`src/rtl/conv_lb_seq_if.sv`:
```
// rtl/conv_lb_seq_if.sv - pixel stream input, kernel ready and line-buffer control bundle
interface conv_lb_seq_if #(
    parameter int LB_N = 2
);
    logic            in_vld_i;
    logic            in_rdy_o;
    logic            in_sof_i;
    logic            in_sol_i;
    logic            in_eol_i;
    logic            in_eof_i;
    logic            out_rdy_i;
    logic [LB_N-1:0] lb_push_o;
    logic [LB_N-1:0] lb_pop_o;
    logic [LB_N-1:0] lb_sol_o;
    logic [LB_N-1:0] lb_eol_o;
    logic            win_vld_o;
    logic            win_eol_o;

    modport master (
        output in_vld_i, in_sof_i, in_sol_i, in_eol_i, in_eof_i, out_rdy_i,
        input  in_rdy_o, lb_push_o, lb_pop_o, lb_sol_o, lb_eol_o, win_vld_o, win_eol_o
    );

    modport slave (
        input  in_vld_i, in_sof_i, in_sol_i, in_eol_i, in_eof_i, out_rdy_i,
        output in_rdy_o, lb_push_o, lb_pop_o, lb_sol_o, lb_eol_o, win_vld_o, win_eol_o
    );
endinterface

```
`src/rtl/conv_lb_seq.sv`:
```
// rtl/conv_lb_seq.sv - line-buffer chain sequencer; frame/stall counters built under CONV_LB_SEQ_STATS_EN
module conv_lb_seq #(
    parameter int LB_N  = 2,
    parameter int W_MAX = 1920,
    parameter int LAT   = 2
) (
    input  logic         clk,
    input  logic         arst,
    conv_lb_seq_if.slave bus,
    output logic         err_o,
    output logic [15:0]  frame_cnt_o,
    output logic [31:0]  stall_cnt_o
);
    localparam int CW = (W_MAX > 1) ? $clog2(W_MAX) : 1;
    localparam int RW = $clog2(LB_N + 1);
    localparam int D  = LAT * (LB_N + 1);

    typedef enum logic [1:0] {IDLE, FILL, STEADY} state_t;

    typedef struct packed {
        logic          push;
        logic          sol;
        logic          eol;
        logic          win;
        logic [RW-1:0] rows;
    } slot_t;

    state_t        state_q, state_d;
    logic [RW-1:0] rows_q, rows_d, rows_cur;
    logic [CW-1:0] col_q, col_d, cur_col;
    logic          err_q, err_d;
    logic          acc, fault, keep, frame_done;
    slot_t         head;
    slot_t         pipe_q [D];

    // Reset also blanks the combinational stage-0 outputs.
    assign acc          = bus.in_vld_i & bus.out_rdy_i & ~arst;
    assign bus.in_rdy_o = bus.out_rdy_i;
    assign err_o        = err_q;

    always_comb begin
        state_d    = state_q;
        rows_d     = rows_q;
        col_d      = col_q;
        err_d      = err_q;
        fault      = 1'b0;
        keep       = 1'b0;
        frame_done = 1'b0;
        rows_cur   = (state_q == IDLE) ? '0 : rows_q;
        cur_col    = bus.in_sol_i ? '0 : col_q;
        if (acc) begin
            fault = ((state_q == IDLE) ? ~(bus.in_sof_i & bus.in_sol_i) : bus.in_sof_i)
                  | (bus.in_sol_i & (col_q != '0))
                  | (~bus.in_eol_i & ((cur_col == CW'(W_MAX - 1)) | bus.in_eof_i));
            keep       = ~fault;
            frame_done = keep & bus.in_eol_i & bus.in_eof_i;
            if (fault) begin
                err_d   = 1'b1;
                state_d = IDLE;
                col_d   = '0;
            end else begin
                col_d  = bus.in_eol_i ? '0 : cur_col + 1'b1;
                rows_d = rows_cur;
                if (bus.in_eol_i && (rows_cur != RW'(LB_N))) begin
                    rows_d = rows_cur + 1'b1;
                end
                if (frame_done) begin
                    state_d = IDLE;
                end else if (rows_d == RW'(LB_N)) begin
                    state_d = STEADY;
                end else begin
                    state_d = FILL;
                end
            end
        end
        head.push = keep;
        head.sol  = keep & bus.in_sol_i;
        head.eol  = keep & bus.in_eol_i;
        head.win  = keep & (state_q == STEADY);
        head.rows = rows_cur;
    end

    // Stage i taps the delay line LAT*i cycles behind stage 0.
    always_comb begin
        bus.lb_push_o    = '0;
        bus.lb_pop_o     = '0;
        bus.lb_sol_o     = '0;
        bus.lb_eol_o     = '0;
        bus.lb_push_o[0] = head.push;
        bus.lb_pop_o[0]  = head.push & (rows_cur != '0);
        bus.lb_sol_o[0]  = head.sol;
        bus.lb_eol_o[0]  = head.eol;
        for (int i = 1; i < LB_N; i++) begin
            bus.lb_push_o[i] = pipe_q[LAT*i-1].push;
            bus.lb_pop_o[i]  = pipe_q[LAT*i-1].push & (int'(pipe_q[LAT*i-1].rows) > i);
            bus.lb_sol_o[i]  = pipe_q[LAT*i-1].sol;
            bus.lb_eol_o[i]  = pipe_q[LAT*i-1].eol;
        end
    end

    assign bus.win_vld_o = pipe_q[D-1].win;
    assign bus.win_eol_o = pipe_q[D-1].win & pipe_q[D-1].eol;

    always_ff @(posedge clk or posedge arst) begin
        if (arst) begin
            state_q <= IDLE;
            rows_q  <= '0;
            col_q   <= '0;
            err_q   <= 1'b0;
            for (int k = 0; k < D; k++) begin
                pipe_q[k] <= '0;
            end
        end else begin
            state_q   <= state_d;
            rows_q    <= rows_d;
            col_q     <= col_d;
            err_q     <= err_d;
            pipe_q[0] <= head;
            for (int k = 1; k < D; k++) begin
                pipe_q[k] <= pipe_q[k-1];
            end
        end
    end

`ifdef CONV_LB_SEQ_STATS_EN
    logic [15:0] frame_cnt_q;
    logic [31:0] stall_cnt_q;

    always_ff @(posedge clk or posedge arst) begin
        if (arst) begin
            frame_cnt_q <= '0;
            stall_cnt_q <= '0;
        end else begin
            if (frame_done) begin
                frame_cnt_q <= frame_cnt_q + 1'b1;
            end
            if (bus.in_vld_i && !bus.out_rdy_i) begin
                stall_cnt_q <= stall_cnt_q + 1'b1;
            end
        end
    end

    assign frame_cnt_o = frame_cnt_q;
    assign stall_cnt_o = stall_cnt_q;
`else
    assign frame_cnt_o = '0;
    assign stall_cnt_o = '0;
`endif
endmodule
```
`src/flat_wrapper.sv`:
```
// flat-port wrapper written by rule: the top's interface ports become plain ports
module conv_lb_seq_flat 
#(
    parameter int LB_N  = 2,
    parameter int W_MAX = 1920,
    parameter int LAT   = 2
)
  (clk, arst, err_o, frame_cnt_o, stall_cnt_o, bus_in_vld_i, bus_in_sof_i, bus_in_sol_i, bus_in_eol_i, bus_in_eof_i, bus_out_rdy_i, bus_in_rdy_o, bus_lb_push_o, bus_lb_pop_o, bus_lb_sol_o, bus_lb_eol_o, bus_win_vld_o, bus_win_eol_o);
  conv_lb_seq_if #(.LB_N(LB_N)) bus_i ();
  input  logic clk;
  input  logic arst;
  output logic err_o;
  output logic [15:0] frame_cnt_o;
  output logic [31:0] stall_cnt_o;
  input wire logic [$bits(bus_i.in_vld_i)-1:0] bus_in_vld_i;
  input wire logic [$bits(bus_i.in_sof_i)-1:0] bus_in_sof_i;
  input wire logic [$bits(bus_i.in_sol_i)-1:0] bus_in_sol_i;
  input wire logic [$bits(bus_i.in_eol_i)-1:0] bus_in_eol_i;
  input wire logic [$bits(bus_i.in_eof_i)-1:0] bus_in_eof_i;
  input wire logic [$bits(bus_i.out_rdy_i)-1:0] bus_out_rdy_i;
  output wire logic [$bits(bus_i.in_rdy_o)-1:0] bus_in_rdy_o;
  output wire logic [$bits(bus_i.lb_push_o)-1:0] bus_lb_push_o;
  output wire logic [$bits(bus_i.lb_pop_o)-1:0] bus_lb_pop_o;
  output wire logic [$bits(bus_i.lb_sol_o)-1:0] bus_lb_sol_o;
  output wire logic [$bits(bus_i.lb_eol_o)-1:0] bus_lb_eol_o;
  output wire logic [$bits(bus_i.win_vld_o)-1:0] bus_win_vld_o;
  output wire logic [$bits(bus_i.win_eol_o)-1:0] bus_win_eol_o;
  assign bus_i.in_vld_i = bus_in_vld_i;
  assign bus_i.in_sof_i = bus_in_sof_i;
  assign bus_i.in_sol_i = bus_in_sol_i;
  assign bus_i.in_eol_i = bus_in_eol_i;
  assign bus_i.in_eof_i = bus_in_eof_i;
  assign bus_i.out_rdy_i = bus_out_rdy_i;
  assign bus_in_rdy_o = bus_i.in_rdy_o;
  assign bus_lb_push_o = bus_i.lb_push_o;
  assign bus_lb_pop_o = bus_i.lb_pop_o;
  assign bus_lb_sol_o = bus_i.lb_sol_o;
  assign bus_lb_eol_o = bus_i.lb_eol_o;
  assign bus_win_vld_o = bus_i.win_vld_o;
  assign bus_win_eol_o = bus_i.win_eol_o;
  conv_lb_seq #(.LB_N(LB_N), .W_MAX(W_MAX), .LAT(LAT)) u_core (.clk(clk), .arst(arst), .bus(bus_i), .err_o(err_o), .frame_cnt_o(frame_cnt_o), .stall_cnt_o(stall_cnt_o));
endmodule
```
`config.mk`:
```
export PLATFORM = sky130hd
export DESIGN_NAME = conv_lb_seq_flat
export DESIGN_NICKNAME = d
export VERILOG_FILES = /design/src/rtl/conv_lb_seq_if.sv /design/src/rtl/conv_lb_seq.sv /design/src/flat_wrapper.sv
export SDC_FILE = /design/constraint.sdc
export NUM_CORES = 1
export LEC_CHECK = 0
export BUFFER_PORTS_ARGS = -buffer_cell sky130_fd_sc_hd__buf_2
export CORE_MARGIN = 2
export CORE_UTILIZATION = 50
export CTS_CLUSTER_SIZE = 12
export DETAILED_ROUTE_END_ITERATION = 6
export PLACE_DENSITY_LB_ADDON = 0.3
export SYNTH_ARGS = -nofsm -noshare
export SYNTH_HDL_FRONTEND = slang
export SYNTH_SLANG_ARGS = --single-unit
```
`constraint.sdc`:
```
create_clock -name clk -period 2.9 [get_ports clk]
set_input_delay 0.145 -clock clk [delete_from_list [all_inputs] [get_ports clk]]
set_output_delay 0.145 -clock clk [all_outputs]
set_load 0.05 [all_outputs]
```
* Yosys cells after proc, flatten, opt, wreduce, memory -nomap -nowiden
Cells that the tools add are included.
** Word-level totals
- Register bits after elaboration :: 36
- Output and inout bits :: 60
** Cells by class
- $add $sub $neg :: 2
- $lt $le $gt $ge :: 1
- Eq/ne operators :: 4
- Mux-type cells :: 12
- Bitwise operators :: 20
- Reduce and logical (&&, ||, !) cells :: 6
** Operators with widths (number)
- 11-bit two-way mux :: 3
- 2-bit two-way mux :: 7
- 1-bit bitwise AND :: 13
- 11-bit by 1-bit adder with 11-bit output, second input constant :: 1
- 11-bit equality test, second input constant :: 1
- 11-bit nonzero test :: 1
- 2-bit equality test, second input constant :: 2
- 1-bit NOT :: 4
- 2-bit AND reduction :: 2
- 1-bit OR :: 3
- 2-bit by 1-bit adder with 2-bit output, second input constant :: 1
- 2-bit by 1-bit greater-than comparator with 1-bit output, second input constant :: 1
- 2-bit logical NOT :: 1
- 1-bit two-way mux :: 2
- 2-bit != test, second input constant :: 1
- 2-bit nonzero test :: 1
- 1-bit logical AND :: 1

* Longest topological paths before layout
Gate-level depths: netlist (run 1).
- Word-level depth :: 11
- Depth in mapped cells :: 8
- Mapped depth without buffers :: 7

* Worst setup path after synthesis (run 1)
Ideal clock, no wire load.
- Path kind :: register -> output
- Start :: register u_core.col_q[3]
- End :: output port bus_lb_pop_o[0]
- Arrival :: 2.347 ns
- Data required time :: 2.755 ns
- Setup slack :: 0.408 ns
- Stages on the path, launching flop included :: 5
- Path buffers :: 0
- Cells stage by stage :: dfrtp_1 or4_1 o31ai_4 nor3b_4 nor2b_1
** RTL lines
- start, declared :: line conv_lb_seq.sv:30 : logic [CW-1:0] col_q, col_d, cur_col;
- start signal, assigned :: line conv_lb_seq.sv:116 : col_q <= col_d;
- end, declared :: line flat_wrapper.sv:23 : output wire logic [$bits(bus_i.lb_pop_o)-1:0] bus_lb_pop_o;

* Worst setup path in the final report (run 1)
- Start :: register u_core.col_q[0]
- End :: output port bus_lb_sol_o[0]
** On the way
- Cells in the longest elaborated chain, start to end :: 8
- Elaborated cells between the ends (all ways) :: 11
- Those cells by class :: eq/ne (1); mux (2); bitwise (7); reduce/logical (1)
** Ends and longest elaborated chain
- 11-bit two-way mux :: line conv_lb_seq.sv:50 : cur_col = bus.in_sol_i ? '0 : col_q;
- 11-bit equality test :: line conv_lb_seq.sv:54 : | (~bus.in_eol_i & ((cur_col == CW'(W_MAX - 1)) | bus.in_eof_i));
- 1-bit OR :: line conv_lb_seq.sv:54
- 1-bit bitwise AND :: line conv_lb_seq.sv:54
- 1-bit OR * :: line conv_lb_seq.sv:54
- 1-bit NOT * :: line conv_lb_seq.sv:55 : keep = ~fault;
- 1-bit two-way mux * :: line conv_lb_seq.sv:51 : if (acc) begin
- 1-bit bitwise AND * :: line conv_lb_seq.sv:77 : head.sol = keep & bus.in_sol_i;
- end, declared :: line flat_wrapper.sv:24 : output wire logic [$bits(bus_i.lb_sol_o)-1:0] bus_lb_sol_o;
Mark *: on every way between the ends. The rest lies on a longest branch, timed or not.

==> flow_summary.json, run 1 <==
{
  "status": "finished clean",
  "vias_per_cell": 4.99,
  "drive_gt1_share_pct": 16.1,
  "cap_violations": 0,
  "power.leakage_nw": 1.05,
  "hold_violations": 0,
  "worst_pin_slew_ns": 0.969,
  "hpwl_um": 2440,
  "num_vias": 1336,
  "syn_to_final_growth_pct": 3.07,
  "fmax_mhz": 379,
  "crit_fanout": 7,
  "clockBufferDepth": 2,
  "ys.flop_type": "dfrtp_1",
  "r2r_slack_ns": 0.63,
  "irDropWorstVdd_v": 0.000364,
  "hold_buffers": 0,
  "synth_cell_types": 47,
  "rsz0062_at_grt": "no",
  "clk_latency_ns": 0.28,
  "cp-start-kind": "flip-flop",
  "regArea_um2": 851,
  "ys_seq_area_share_pct": 41.7,
  "synth-async-reset-ratio_pct": 100,
  "antenna_found_initial": 0,
  "p_per_area_nw_per_um2": 578,
  "clock-sinks": 34,
  "post-place-ws_ns": 0.583,
  "worstSetupPathType": "flip-flop to output port",
  "core_um2": 3970,
  "drcViolationCount": 0,
  "syn_inst": 201,
  "synth_edf_count": 0,
  "cts_tree": "built",
  "final.setup.tns_ns": 0,
  "synth_area_per_cell_um2": 10.2,
  "ios": 68,
  "gr-total-overflow": 0,
  "h-tree-depth": 2,
  "place_congestion": 0.857,
  "slew_viol_final": 0,
  "yosys_warnings": 0,
  "clk_pin_slew_ns": 0.07,
  "setup_violations": 0,
  "portBuffers": 19,
  "grt_usage_pct": 16.9,
  "cts_buffers": 5,
  "utilization_pct": 53.0,
  "worst_ep_required_time_ns": 2.76,
  "synth-seq-cells": 34,
  "end_kind": "output port",
  "grt_max_degree": 23,
  "r2r-start": "u_core.col_q[0]",
  "layout.cells.non_filler": 268,
  "setup_ws_ns": 0.265,
  "die-area_um2": 4610,
  "fillCellCount": 368,
  "slew_headroom_pct": 34.9,
  "routedWlPerCell_um": 12.3,
  "drt_iter0_markers": 48,
  "reg2regPathDepth": 6,
  "wl_um": 3290,
  "layout_common_cells": "conb_1 (48), dfrtp_1 (34), buf_2 (19)",
  "die_w_um": 67.9,
  "r2r-end": "u_core.rows_q[1]",
  "cts_resized": 0,
  "period_share_pct": 90.9,
  "skew_ns": 0.00470,
  "syn-cell-area_um2": 2040,
  "final_nets": 228,
  "period_needed_ns": 2.64,
  "cts-root-buf": "clkbuf_8",
  "grt_pass1_wl_um": 5640,
  "grt_pass1_vias": 1158,
  "hold_class": "input port to async pin",
  "p_total_mw": 1.22,
  "die_h_um": 67.9,
  "place_area_um2": 1970,
  "start_util_pct": 51.4,
  "design_area_um2": 2100,
  "rows": 23,
  "dp_cells": 260,
  "timing.hold.ws_ns": 0.0149,
  "antenna_left": 0,
  "multi_input_area_um2": 916,
  "final_common_cell": "conb_1",
  "arrival_ns": 2.49,
  "first_pass_iters": 4,
  "postCtsSetupBuffers": 0,
  "antenna_cells": 0
}
worst max-delay path, cell delays in order, from the launching register on:
cell      delay [ns]
dfrtp_1         0.40
nor2b_1         0.20
ha_1            0.23
nand4b_1        0.19
o41ai_1         0.64
nor3b_4         0.14
and2_1          0.20
buf_2           0.21
where the power goes:
part           switching (mW)  internal, mW  total, mW
Combinational           0.181        0.0258      0.206
Sequential            0.00849         0.484      0.493
Clock                   0.173         0.344      0.517
Total                   0.362         0.854       1.22
cell usage after synthesis (3+ instances only):
cell type / instances / area share [%]
dfrtp_1: 34 / 42
nand3_1: 6 / 1.5
o31ai_1: 4 / 1.5
nand2b_1: 3 / 0.92
a31oi_1: 3 / 0.92
inv_1: 5 / 0.92
and2_1: 5 / 1.5
mux2i_1: 3 / 1.5
clkbuf_1: 5 / 0.92
ha_1: 3 / 1.8
o21ai_1: 3 / 0.74
nand2_1: 13 / 2.4
o21ai_0: 7 / 1.7
nor2b_1: 5 / 1.5
nand4b_1: 5 / 2.1
buf_4: 55 / 20
layout make-up:
class	count	area share (%)
flip-flops and latches	34	40.5
clock buffers	5	3.27
repair buffers	22	5.59
inverters	5	0.892
clock inverters	3	3.27
multi-input cells	149	43.5
well taps	50	2.97
per-layer routing:
metal  track usage, %  up-vias  part of all wire [%]
met5                0        -                     0
met1             22.6      622                    46
met4             8.50        0                   1.9
met2             25.4       66                    45
met3             4.77        6                   7.7
li1                 -      642                     -
flip-flops by register name, indices dropped and copies added, names as in the netlist:
| register | cells |
|---|---|
| u_core.col_q | 11 |
| u_core.bus.lb_eol_o | 1 |
| u_core.bus.lb_sol_o | 1 |
| u_core.rows_q | 2 |
| u_core.bus.lb_push_o | 1 |
| u_core.state_q | 2 |
| u_core.pipe_q | 14 |
| u_core.bus.win_vld_o | 1 |
| u_core.err_o | 1 |
cell families after synthesis:
| family | count (synthesis) | synth area share, % |
|---|---|---|
| AO/OA/AOI/OAI | 33 | 12.1 |
| XOR/XNOR | 1 | 0.429 |
| adder cells (fa/ha/maj) | 3 | 1.84 |
| buffers and inverters | 65 | 22.1 |
| flip-flops | 34 | 41.7 |
| multiplexers | 5 | 2.58 |
| other | 1 | 0.184 |
| AND/OR/NAND/NOR | 59 | 19.1 |
worst max path at each step:
stage	from	endpoint	slack [ns]	cells after the start
floorplan	u_core.col_q[3]	bus_lb_pop_o[0]	0.41	4
global placement	u_core.col_q[4]	bus_lb_sol_o[0]	0.61	5
detailed placement	u_core.col_q[3]	bus_lb_sol_o[0]	0.58	5
CTS	u_core.col_q[3]	bus_lb_sol_o[0]	0.26	5
global route	u_core.col_q[0]	bus_lb_sol_o[0]	0.03	7
finish	u_core.col_q[0]	bus_lb_sol_o[0]	0.26	7
No activity file was read; power rests on OpenSTA's default activity.
==> run 2, diff against run 1 <==
==> constraint.sdc (replaced) <==
create_clock -name clk -period 2.7 [get_ports clk]
set_input_delay 0.405 -clock clk [delete_from_list [all_inputs] [get_ports clk]]
set_output_delay 0.405 -clock clk [all_outputs]
set_load 0.05 [all_outputs]
==> flow_summary.json, run 2 (synthesis gave the netlist of run 1 again) <==
{
  "status": "finished clean",
  "die-area_um2": 4610,
  "layout_common_cells": "conb_1 (48), dfrtp_1 (31), buf_2 (17)",
  "power.leakage_nw": 1.08,
  "pwr-share-seq_pct": 46.4,
  "grt_usage_pct": 17.4,
  "start_util_pct": 51.4,
  "die_w_um": 67.9,
  "grt_pass1_vias": 1200,
  "post-place-ws_ns": 0.239,
  "ios": 68,
  "place_area_um2": 2010,
  "arrival_ns": 2.22,
  "largest_reg_flops": 14,
  "power.switching_mw": 0.387,
  "utilization_pct": 54.7,
  "gr-total-overflow": 0,
  "drt_iter0_markers": 64,
  "cp-start-kind": "flip-flop",
  "h-tree-depth": 2,
  "worst_ep_required_time_ns": 2.30,
  "dp_cells": 265,
  "layout.cells.non_filler": 279,
  "antenna_left": 0,
  "period_needed_ns": 2.63,
  "antenna_cells": 0,
  "worstSetupPathType": "flip-flop to output port",
  "p_clk_share_pct": 33.7,
  "fmax_mhz": 380,
  "pwr-share-comb_pct": 19.9,
  "slew_viol_final": 0,
  "vias_per_cell": 4.96,
  "grt_max_degree": 35,
  "clockBufferDepth": 2,
  "portBuffers": 19,
  "hold_buffers": 0,
  "final_common_cell": "conb_1",
  "p_per_area_nw_per_um2": 526,
  "rows": 23,
  "routedWlPerCell_um": 12.7,
  "p_sw_share_pct": 33.8,
  "final_nets": 239,
  "cap_violations": 0,
  "top_register": "u_core.pipe_q",
  "grt_pass1_wl_um": 5790,
  "setup_ws_ns": 0.0711,
  "cts-root-buf": "clkbuf_8",
  "clk_pin_slew_ns": 0.07,
  "irDropWorstVdd_v": 0.000274,
  "wl_um": 3530,
  "syn_to_final_growth_pct": 6.50,
  "clock-sinks": 34,
  "final.setup.tns_ns": 0,
  "drcViolationCount": 0,
  "drive_gt1_share_pct": 23.6,
  "core_um2": 3970,
  "antenna_found_initial": 0,
  "period_share_pct": 97.4,
  "end_kind": "output port",
  "hpwl_um": 2540,
  "cts_tree": "built",
  "die_h_um": 67.9,
  "first_pass_iters": 4,
  "design_area_um2": 2170,
  "crit_fanout": 6,
  "hold_violations": 0,
  "hold_class": "input port to async pin",
  "clk_latency_ns": 0.28,
  "place_congestion": 0.831,
  "setup_violations": 0,
  "internal_power_mw": 0.757,
  "num_vias": 1384,
  "cts_buffers": 5,
  "skew_ns": 0.00739,
  "top_regs": "u_core.pipe_q x14, u_core.col_q x11"
}
[run 2: cell count changes in the layout (fill, tap and decap cells not counted), sizes merged]
cell,previous run,this run
buf,22,33
bufinv,2,0
clkbuf,5,6
clkinvlp,0,1
[run 2: worst paths after layout]
path                                    end        startpoint  cells past startpoint  slack, ns
min                         u_core.col_q[1]              arst                      3       0.21
max in group asynchronous   u_core.col_q[8]              arst                      3       2.17
max                         bus_lb_pop_o[0]   u_core.col_q[7]                      5       0.07
min in group clk           u_core.pipe_q[3]  u_core.pipe_q[9]                      0       0.35
max reg2reg                u_core.rows_q[1]   u_core.col_q[7]                      7       0.34
min reg2reg                u_core.pipe_q[3]  u_core.pipe_q[9]                      0       0.35
[run 2: worst max-delay path: stages, from the launching register on]
cell,delay [ns]
dfrtp_2,0.43
or4_4,0.56
o31ai_4,0.26
nor3b_4,0.33
nor2b_2,0.21
buf_6,0.16
[run 2: cell type report]
cell class              count  area [um2]
multi-input cells         149         930
inverters                   5        18.8
repair buffers             33         213
clock buffers               6        82.6
well taps                  50        62.6
flip-flops and latches     34         855
fillers                   360        1800
clock inverters             2        12.5
[run 2: layer usage]
| metal | GRT usage [%] | part of all wire, % | vias to the layer above | routed length [um] |
|---|---|---|---|---|
| met2 | 27.8 | 47 | 58 | 1660 |
| met1 | 22.4 | 45 | 662 | 1600 |
| met3 | 5.43 | 6.2 | 5 | 218 |
| met5 | 0 | 0 | - | 0 |
| li1 | - | - | 659 | - |
| met4 | 6.00 | 1.4 | 0 | 51 |
[run 2: power groups by stage]
stage	Combinational (mW)	Sequential, mW	Clock (mW)
global placement	0.224	0.539	0
floorplan	0.257	0.537	0
detailed placement	0.225	0.540	0
CTS	0.225	0.530	0.397
finish	0.228	0.531	0.385
global route	0.243	0.532	0.423
[run 2: per-stage QoR]
step           hold WS [ns]  total power, mW
6_report              0.212             1.14
5_1_grt               0.251             1.20
4_1_cts               0.222             1.15
3_5_place_dp          0.335            0.764
3_3_place_gp          0.332            0.763
2_1_floorplan         0.331            0.794
[run 2: repair_timing]
action,4_1_cts,5_1_grt
resized for setup,2,9
pin swaps,0,2
cloned,0,0
setup endpoints to repair,2,4
setup buffers,2,4
